`src/rtl/alu_cond_unit.sv`:
```
// Result buffer for ALU words and their flags, with condition-code evaluation on the head entry.
// Also keeps sticky indicators for overflow and for inconsistent SF/ZF flags on accepted words.
module alu_cond_unit #(
    parameter int DEPTH = 2
) (
    input  logic                     clk,
    input  logic                     rst_n,
    input  logic                     in_valid,
    output logic                     in_ready,
    input  logic [31:0]              in_c,
    input  logic                     in_of,
    input  logic                     in_cf,
    input  logic                     in_sf,
    input  logic                     in_zf,
    output logic                     out_valid,
    input  logic                     out_ready,
    input  logic [3:0]               cond,
    output logic [31:0]              out_c,
    output logic [3:0]               out_flags,
    output logic                     out_taken,
    output logic [$clog2(DEPTH):0]   count,
    output logic                     of_seen,
    output logic                     flag_err,
    input  logic                     clr_sticky
);

    localparam int PW = $clog2(DEPTH);
    localparam int CW = PW + 1;
    localparam logic [CW-1:0] FULL_CNT = CW'(DEPTH);

    logic [31:0]   r_data  [DEPTH];
    logic [3:0]    r_flags [DEPTH];
    logic [PW-1:0] r_wr_ptr;
    logic [PW-1:0] r_rd_ptr;
    logic [CW-1:0] r_count;
    logic          r_of_seen;
    logic          r_flag_err;

    logic          w_in_ready;
    logic          w_out_valid;
    logic          w_push;
    logic          w_pop;
    logic          w_in_bad;
    logic [31:0]   w_head_c;
    logic [3:0]    w_head_f;
    logic          w_taken;
    logic          w_n;
    logic          w_z;
    logic          w_c;
    logic          w_v;

    // Readiness depends only on occupancy so the producer never sees a comb loop.
    assign w_in_ready  = (r_count != FULL_CNT);
    assign w_out_valid = (r_count != '0);
    assign w_push      = in_valid && w_in_ready;
    assign w_pop       = w_out_valid && out_ready;

    assign w_in_bad = (in_zf != (in_c == 32'd0)) || (in_sf != in_c[31]);

    always_ff @(posedge clk) begin
        if (w_push) begin
            r_data[r_wr_ptr]  <= in_c;
            r_flags[r_wr_ptr] <= {in_of, in_cf, in_sf, in_zf};
        end
    end

    always_ff @(posedge clk or negedge rst_n) begin
        if (!rst_n) begin
            r_wr_ptr <= '0;
            r_rd_ptr <= '0;
            r_count  <= '0;
        end else begin
            if (w_push) begin
                r_wr_ptr <= r_wr_ptr + 1'b1;
            end
            if (w_pop) begin
                r_rd_ptr <= r_rd_ptr + 1'b1;
            end
            case ({w_push, w_pop})
                2'b10:   r_count <= r_count + 1'b1;
                2'b01:   r_count <= r_count - 1'b1;
                default: r_count <= r_count;
            endcase
        end
    end

    // A new event in the same cycle as a clear takes priority so it is never lost.
    always_ff @(posedge clk or negedge rst_n) begin
        if (!rst_n) begin
            r_of_seen  <= 1'b0;
            r_flag_err <= 1'b0;
        end else begin
            if (w_push && in_of) begin
                r_of_seen <= 1'b1;
            end else if (clr_sticky) begin
                r_of_seen <= 1'b0;
            end
            if (w_push && w_in_bad) begin
                r_flag_err <= 1'b1;
            end else if (clr_sticky) begin
                r_flag_err <= 1'b0;
            end
        end
    end

    assign w_head_c = w_out_valid ? r_data[r_rd_ptr]  : 32'd0;
    assign w_head_f = w_out_valid ? r_flags[r_rd_ptr] : 4'd0;

    assign w_v = w_head_f[3];
    assign w_c = w_head_f[2];
    assign w_n = w_head_f[1];
    assign w_z = w_head_f[0];

    always_comb begin
        w_taken = 1'b0;
        case (cond)
            4'h0: w_taken = w_z;
            4'h1: w_taken = !w_z;
            4'h2: w_taken = w_c;
            4'h3: w_taken = !w_c;
            4'h4: w_taken = w_n;
            4'h5: w_taken = !w_n;
            4'h6: w_taken = w_v;
            4'h7: w_taken = !w_v;
            4'h8: w_taken = w_c && !w_z;
            4'h9: w_taken = !w_c || w_z;
            4'hA: w_taken = (w_n == w_v);
            4'hB: w_taken = (w_n != w_v);
            4'hC: w_taken = !w_z && (w_n == w_v);
            4'hD: w_taken = w_z || (w_n != w_v);
            4'hE: w_taken = 1'b1;
            default: w_taken = 1'b0;
        endcase
    end

    assign in_ready  = w_in_ready;
    assign out_valid = w_out_valid;
    assign out_c     = w_head_c;
    assign out_flags = w_head_f;
    assign out_taken = w_out_valid && w_taken;
    assign count     = r_count;
    assign of_seen   = r_of_seen;
    assign flag_err  = r_flag_err;

endmodule
```
`config.mk`:
```
export PLATFORM = sky130hd
export DESIGN_NAME = alu_cond_unit
export DESIGN_NICKNAME = d
export VERILOG_FILES = /design/src/rtl/alu_cond_unit.sv
export SDC_FILE = /design/constraint.sdc
export NUM_CORES = 1
export LEC_CHECK = 0
export ABC_AREA = 1
export CORE_MARGIN = 5
export CORE_UTILIZATION = 30
export DETAILED_ROUTE_END_ITERATION = 8
export GPL_ROUTABILITY_DRIVEN = 1
export PLACE_DENSITY_LB_ADDON = 0.15
export SLEW_MARGIN = 20
export SYNTH_ARGS = -nofsm -noshare
export SYNTH_HDL_FRONTEND = slang
export SYNTH_SLANG_ARGS = --single-unit
```
`constraint.sdc`:
```
create_clock -name clk -period 4 [get_ports clk]
set_input_delay 0.4 -clock clk [delete_from_list [all_inputs] [get_ports clk]]
set_output_delay 0.4 -clock clk [all_outputs]
set_load 0.01 [all_outputs]
```
==> results.json, run 1 <==
{
  "run_status": "complete, no violations",
  "synth-xor-area-share": 0.01039,
  "place_area_um2": 4437,
  "grt_start_max_net_pins": 40,
  "synth_top_family_by_area": "simple AND/OR/NAND/NOR gates",
  "post_synth_inst_count": 316,
  "grt_pass1_vias": 2559,
  "clkTransAtPathRegs_ps": 60,
  "antenna_found_initial": 0,
  "initial_utilization": 0.3084,
  "cpMaxStageDelayCell": "clkdlybuf4s50_1",
  "synth-compound-area-share": 0.06234,
  "drive_above_1_share": 0.09443,
  "synthArstFlopShare": 0.07692,
  "hpwl_um": 5404,
  "grt_use_total": 0.1230,
  "path_buf_inv": 2,
  "crit_path_max_fanout": 39,
  "routed_via_density": 4.485,
  "die_area_um2": 13460,
  "whs_ps": 317.4,
  "cp-end-kind": "output pin",
  "core_area_um2": 10940,
  "hold_path_class": "input port to asynchronous set/reset pin",
  "fin_crit_sh": 0.7124,
  "finalMaxSlewViolations": 0,
  "place.gp.congestion": 0.8200,
  "crit_path_max_incr_delay_ps": 550,
  "fin_area_um2": 4736,
  "htreeDepth": 3,
  "drt-initial-drc-count": 179,
  "r2r_slack_ps": 1790,
  "setup_viol": 0,
  "arrival_ps": 2450,
  "insertion_delay_ps": 330,
  "cts_tree": "done",
  "rsz0062_at_grt": "no",
  "row_count": 38,
  "irDropWorstVdd_uv": 399.6,
  "crit_family": "buffers and inverters",
  "fmax_mhz": 350.9,
  "routed_wl_um": 8070,
  "cts_made_buffers": 9,
  "post_cts_buffers": 0,
  "ys_warn_count": 0,
  "leakagePower_nw": 1.796,
  "synthMuxAreaShare": 0,
  "path_cells": "buf_4, nand2_1, nand2_2, nand2_2, nand2_2, nand2_1, nand2_1, nand3_1, nand3_1, nor2_1, nor2_1, clkdlybuf4s50_1",
  "cts_hold_buf": 0,
  "n_antenna_cell": 0,
  "ys_ff_latch": 78,
  "cts_resized": 0,
  "layout_common_cells": "nand2_1 (104), clkdlybuf4s50_1 (87), edfxtp_1 (72)",
  "tightest_slew_ps": 737.5,
  "synth_cell_types": 24,
  "synthAdderAreaFrac": 0.003711,
  "hold_viol_final": 0,
  "nNetsFinal": 454,
  "setup-tns-final_ps": 0,
  "vias": 2480,
  "ys_top_cells_by_area": "edfxtp_1 (64%), nand2_1 (12%), a21oi_1 (4.9%)",
  "synth_flop_cell": "edfxtp_1",
  "yosys.area_share.simple": 0.2007,
  "ant_nets": 0,
  "finClkSkew_ps": 8.268,
  "synth.largest_area_cell": "edfxtp_1",
  "avgRoutedWirePerCell_um": 14.59,
  "fp.dieH_um": 116.0,
  "critPathRequiredTime_ps": 3600,
  "io_pins": 88,
  "syn-num-nets": 362,
  "final_common_cell": "nand2_1",
  "final_util": 0.4331,
  "synth_area_um2": 3372,
  "firstDrtPassIters": 4,
  "grt.overflow.total": 0,
  "synth-edff-count": 72,
  "drv_cap": 0,
  "syn_to_final_growth_pct": 40.45,
  "cp-start-kind": "flip-flop",
  "die_w_um": 116.0,
  "grt_first_pass_wirelength_um": 12610,
  "cts-root-buf": "clkbuf_16",
  "crit_type": "flip-flop to output pin",
  "min_period_ps": 2850,
  "io_buffers": 87,
  "seq_area_frac_synth": 0.6857,
  "clockBufferDepth": 2,
  "relSlewSlack": 0.5072,
  "synth_top_area_share": 0.6412,
  "avgSynthCellArea_um2": 10.67,
  "drc": 0,
  "clock_sinks": 78,
  "pwr_density_cell_nw_per_um2": 747.7
}
[final timing paths]
kind / from / to / cells past startpoint
worst max-delay path: r_rd_ptr / out_taken / 12
worst min-delay path: rst_n / of_seen / 1
worst max register to register: count[1] / count[1] / 8
worst min register to register: flag_err / flag_err / 2
max in group asynchronous: rst_n / r_wr_ptr / 1
min in group clk: flag_err / flag_err / 2
[worst register-to-register path, stage by stage, from the launching register on]
cell and delay, ps:
dfrtp_1 400, inv_1 180, nand2_8 110, inv_2 530
nor2_1 160, ha_1 350, a21oi_1 120, o21ai_0 110
xor2_1 150
[metrics by stage]
step / instances / setup slack (ps) / power, mW
global route: 553 / 918.3 / 3.761
finish: 553 / 1150 / 3.541
floorplan: 316 / 1225 / 1.974
CTS: 553 / 1127 / 3.604
global placement: 536 / 1411 / 2.752
detailed placement: 537 / 1390 / 2.780
[kinds of logic (layout without fill, tap and decap cells)]
kind of cell	count (synthesis)	in the layout
adders and majority gates	1	1
AOI/OAI and AO/OA	40	40
buffers and inverters	31	128
DFF	78	78
and+or+nand+nor	162	162
xor gates and xnor gates	4	4
[sequential cells by signal, indices dropped and copies added (netlist names)]
register	cells
r_rd_ptr	1
count	2
flag_err	1
r_wr_ptr	1
r_data	64
of_seen	1
r_flags	8
[per-layer routing]
| metal | track usage | wire length, µm | vias to the layer above |
|---|---|---|---|
| met5 | 0 | 0 | - |
| met4 | 0.04408 | 103 | 0 |
| met3 | 0.03812 | 477 | 7 |
| met2 | 0.2037 | 3785 | 68 |
| met1 | 0.1519 | 3704 | 1160 |
| li1 | - | - | 1245 |
[Yosys cell counts, types with 2 or more instances]
| library cell | instances |
|---|---|
| inv_1 | 17 |
| inv_2 | 4 |
| clkbuf_1 | 7 |
| xor2_1 | 2 |
| a21oi_1 | 33 |
| nor3_1 | 3 |
| edfxtp_1 | 72 |
| nand3_1 | 8 |
| dfrtp_1 | 6 |
| nand2_2 | 7 |
| nor2_1 | 35 |
| o21ai_0 | 4 |
| xnor2_1 | 2 |
| nand2_1 | 104 |
| nand3_2 | 3 |
[layout make-up]
cell class / count / area [µm²]
inverter: 21 / 78.83
sequential: 78 / 2312
clock inverter: 7 / 73.82
timing repair buffer: 91 / 920.9
fill: 1064 / 6200
multi-input combinational: 207 / 949.7
tap: 140 / 175.2
clock buffer: 9 / 225.2
[where the power goes]
group | switching (mW) | internal [mW]
registers | 0.0566 | 1.11
clock network | 0.324 | 0.485
logic | 0.861 | 0.700
total | 1.24 | 2.30
Note: power is estimated with default switching activity, not from simulation.
==> run 2, diff against run 1 <==
==> constraint.sdc (replaced) <==
create_clock -name clk -period 2.4 [get_ports clk]
set_input_delay 0.24 -clock clk [delete_from_list [all_inputs] [get_ports clk]]
set_output_delay 0.24 -clock clk [all_outputs]
set_load 0.01 [all_outputs]
==> run 2 against run 1 <==
Effect of this change:
- non-clock buffer count grew 7
- clock power rose by 73%
- via count fell by 0.52%
- global-route usage increased by 0.17 points
- sequential share of layout area decreased by 0.55 points
- register-to-register slack lost 1200 ps
- worst setup slack worse by 990 ps
- final cell count up 1.3%
- die area is the same
- sequential cell count did not move
- critical path type unchanged
- largest power group unchanged
==> results.json, run 2 (synthesis gave the netlist of run 1 again) <==
{
  "r2r_slack_ps": 560,
  "place.gp.congestion": 0.7967,
  "grt_start_max_net_pins": 24,
  "cts-root-buf": "clkbuf_16",
  "ant_nets": 0,
  "core_area_um2": 10940,
  "grt_use_total": 0.1247,
  "fp.dieH_um": 116.0,
  "seq_power_share": 0.326,
  "relSlewSlack": 0.8145,
  "hold_path_class": "input port to asynchronous set/reset pin",
  "layout.cells.non_filler": 560,
  "dpl.cell_count": 543,
  "clockBufferDepth": 2,
  "drv_cap": 0,
  "cts_tree": "done",
  "place_area_um2": 4462,
  "fin_crit_sh": 0.9325,
  "setup_viol": 0,
  "routed_via_density": 4.405,
  "fin_area_um2": 4792,
  "path_buf_inv": 4,
  "pwr_density_cell_nw_per_um2": 1257,
  "largest_reg_flops": 64,
  "row_count": 38,
  "routed_wl_um": 8081,
  "clkTransAtPathRegs_ps": 60,
  "syn_to_final_growth_pct": 42.12,
  "drive_above_1_share": 0.1143,
  "arrival_ps": 2000,
  "avgRoutedWirePerCell_um": 14.43,
  "crit_type": "flip-flop to output pin",
  "leakagePower_nw": 1.834,
  "cellInternalPower_mw": 3.910,
  "irDropWorstVdd_uv": 434.9,
  "firstDrtPassIters": 5,
  "clkPwrFrac": 0.232,
  "nNetsFinal": 461,
  "min_period_ps": 2238,
  "n_antenna_cell": 0,
  "fmax_mhz": 446.8,
  "crit_path_max_fanout": 23,
  "initial_utilization": 0.3084,
  "final_common_cell": "nand2_1",
  "grt_pass1_vias": 2400,
  "reg2reg_depth": 9,
  "tightest_slew_ps": 277.4,
  "grt_first_pass_wirelength_um": 12630,
  "hold_viol_final": 0,
  "drt-initial-drc-count": 122,
  "crit_family": "buffers and inverters",
  "hpwl_um": 5673,
  "io_buffers": 87,
  "die_w_um": 116.0,
  "finClkSkew_ps": 4.330,
  "drc": 0,
  "worstReg2RegStart": "count[1]",
  "htreeDepth": 3,
  "insertion_delay_ps": 330,
  "regMostFlops": "r_data",
  "vias": 2467,
  "critPathRequiredTime_ps": 2160,
  "cts_made_buffers": 9,
  "grt.overflow.total": 0,
  "p_comb_frac": 0.442,
  "die_area_um2": 13460,
  "antenna_found_initial": 0,
  "cp-end-kind": "output pin",
  "run_status": "complete, no violations",
  "finalMaxSlewViolations": 0,
  "layout_common_cells": "nand2_1 (104), clkdlybuf4s50_1 (86), edfxtp_1 (72)",
  "cp-start-kind": "flip-flop",
  "path_cells": "inv_2, nand2_8, inv_2, buf_4, a21oi_1, clkdlybuf4s50_1",
  "switchingPower_mw": 2.113,
  "switching_share": 0.3508,
  "cpMaxStageDelayCell": "clkdlybuf4s50_1",
  "io_pins": 88,
  "n_fill_cell": 1068,
  "whs_ps": 147.6,
  "clock_sinks": 78,
  "crit_top_cell": "inv_2",
  "rsz0062_at_grt": "no",
  "reg2reg_to": "count[1]",
  "setup-tns-final_ps": 0,
  "crit_path_max_incr_delay_ps": 580
}
[run 2: cell types whose count changed in the layout (fill, tap and decap cells not counted), sizes merged]
cell | previous run | this run
clkdlybuf4s50 | 87 | 86
inv | 22 | 26
clkinv | 4 | 0
buf | 4 | 11
dlygate4sd2 | 0 | 1
[run 2: layout make-up]
type | count | area (µm²) | area share
Sequential cell | 78 | 2313 | 0.4828
Tap cell | 140 | 175.2 | 0.03655
Timing Repair Buffer | 98 | 959.7 | 0.2003
Clock inverter | 7 | 86.33 | 0.01802
Multi-Input combinational cell | 207 | 953.4 | 0.1990
Clock buffer | 9 | 225.2 | 0.04700
Inverter | 21 | 78.83 | 0.01645
[run 2: worst reg2reg max path, stage by stage (launching register included)]
cell     delay (ps)
dfrtp_1         390
inv_1           180
nand2_8         110
inv_2            70
buf_4           190
nor2_1          100
ha_1            310
a21oi_1         120
o21ai_0         110
xor2_1          150
[run 2: metal layers]
layer / wire [µm] / vias to the layer above / global-route usage
met5: 0 / - / 0
met4: 134 / 0 / 0.04640
met3: 407 / 9 / 0.03081
met2: 3906 / 57 / 0.2071
met1: 3633 / 1138 / 0.1578
li1: - / 1263 / -
[run 2: power groups by stage]
stage,clock network (mW),logic [mW],registers [mW]
after floorplan,0,1.30,1.99
after global placement,0,2.68,1.99
after detailed placement,0,2.69,2.00
after CTS,1.44,2.71,1.97
after global routing,1.50,2.92,2.00
final,1.40,2.66,1.97
[run 2: how the worst max path moves through the flow]
stage	start	end	cells after the start
after global placement	cond[2]	out_taken	12
after floorplan	count[0]	r_data[1][0]	4
after global routing	r_rd_ptr	out_c[27]	5
after detailed placement	cond[1]	out_taken	10
after CTS	r_rd_ptr	out_c[16]	5
final	count[0]	out_c[31]	6
[run 2: stage by stage]
| step | util | power [mW] | worst slack, ps |
|---|---|---|---|
| 2_1_floorplan | - | 3.289 | 216.1 |
| 3_3_place_gp | 0.4080 | 4.676 | 199.4 |
| 3_5_place_dp | 0.4080 | 4.688 | 173.8 |
| 4_1_cts | 0.4372 | 6.117 | 95.23 |
| 5_1_grt | 0.4382 | 6.423 | 13.03 |
| 6_report | 0.4382 | 6.023 | 162.1 |
[run 2: what timing repair did]
item,CTS,global route
buffers inserted,1,0
gates resized for setup,2,3
hold buffers,0,0
endpoints found under the setup margin,1,2
hold endpoints to repair,0,0
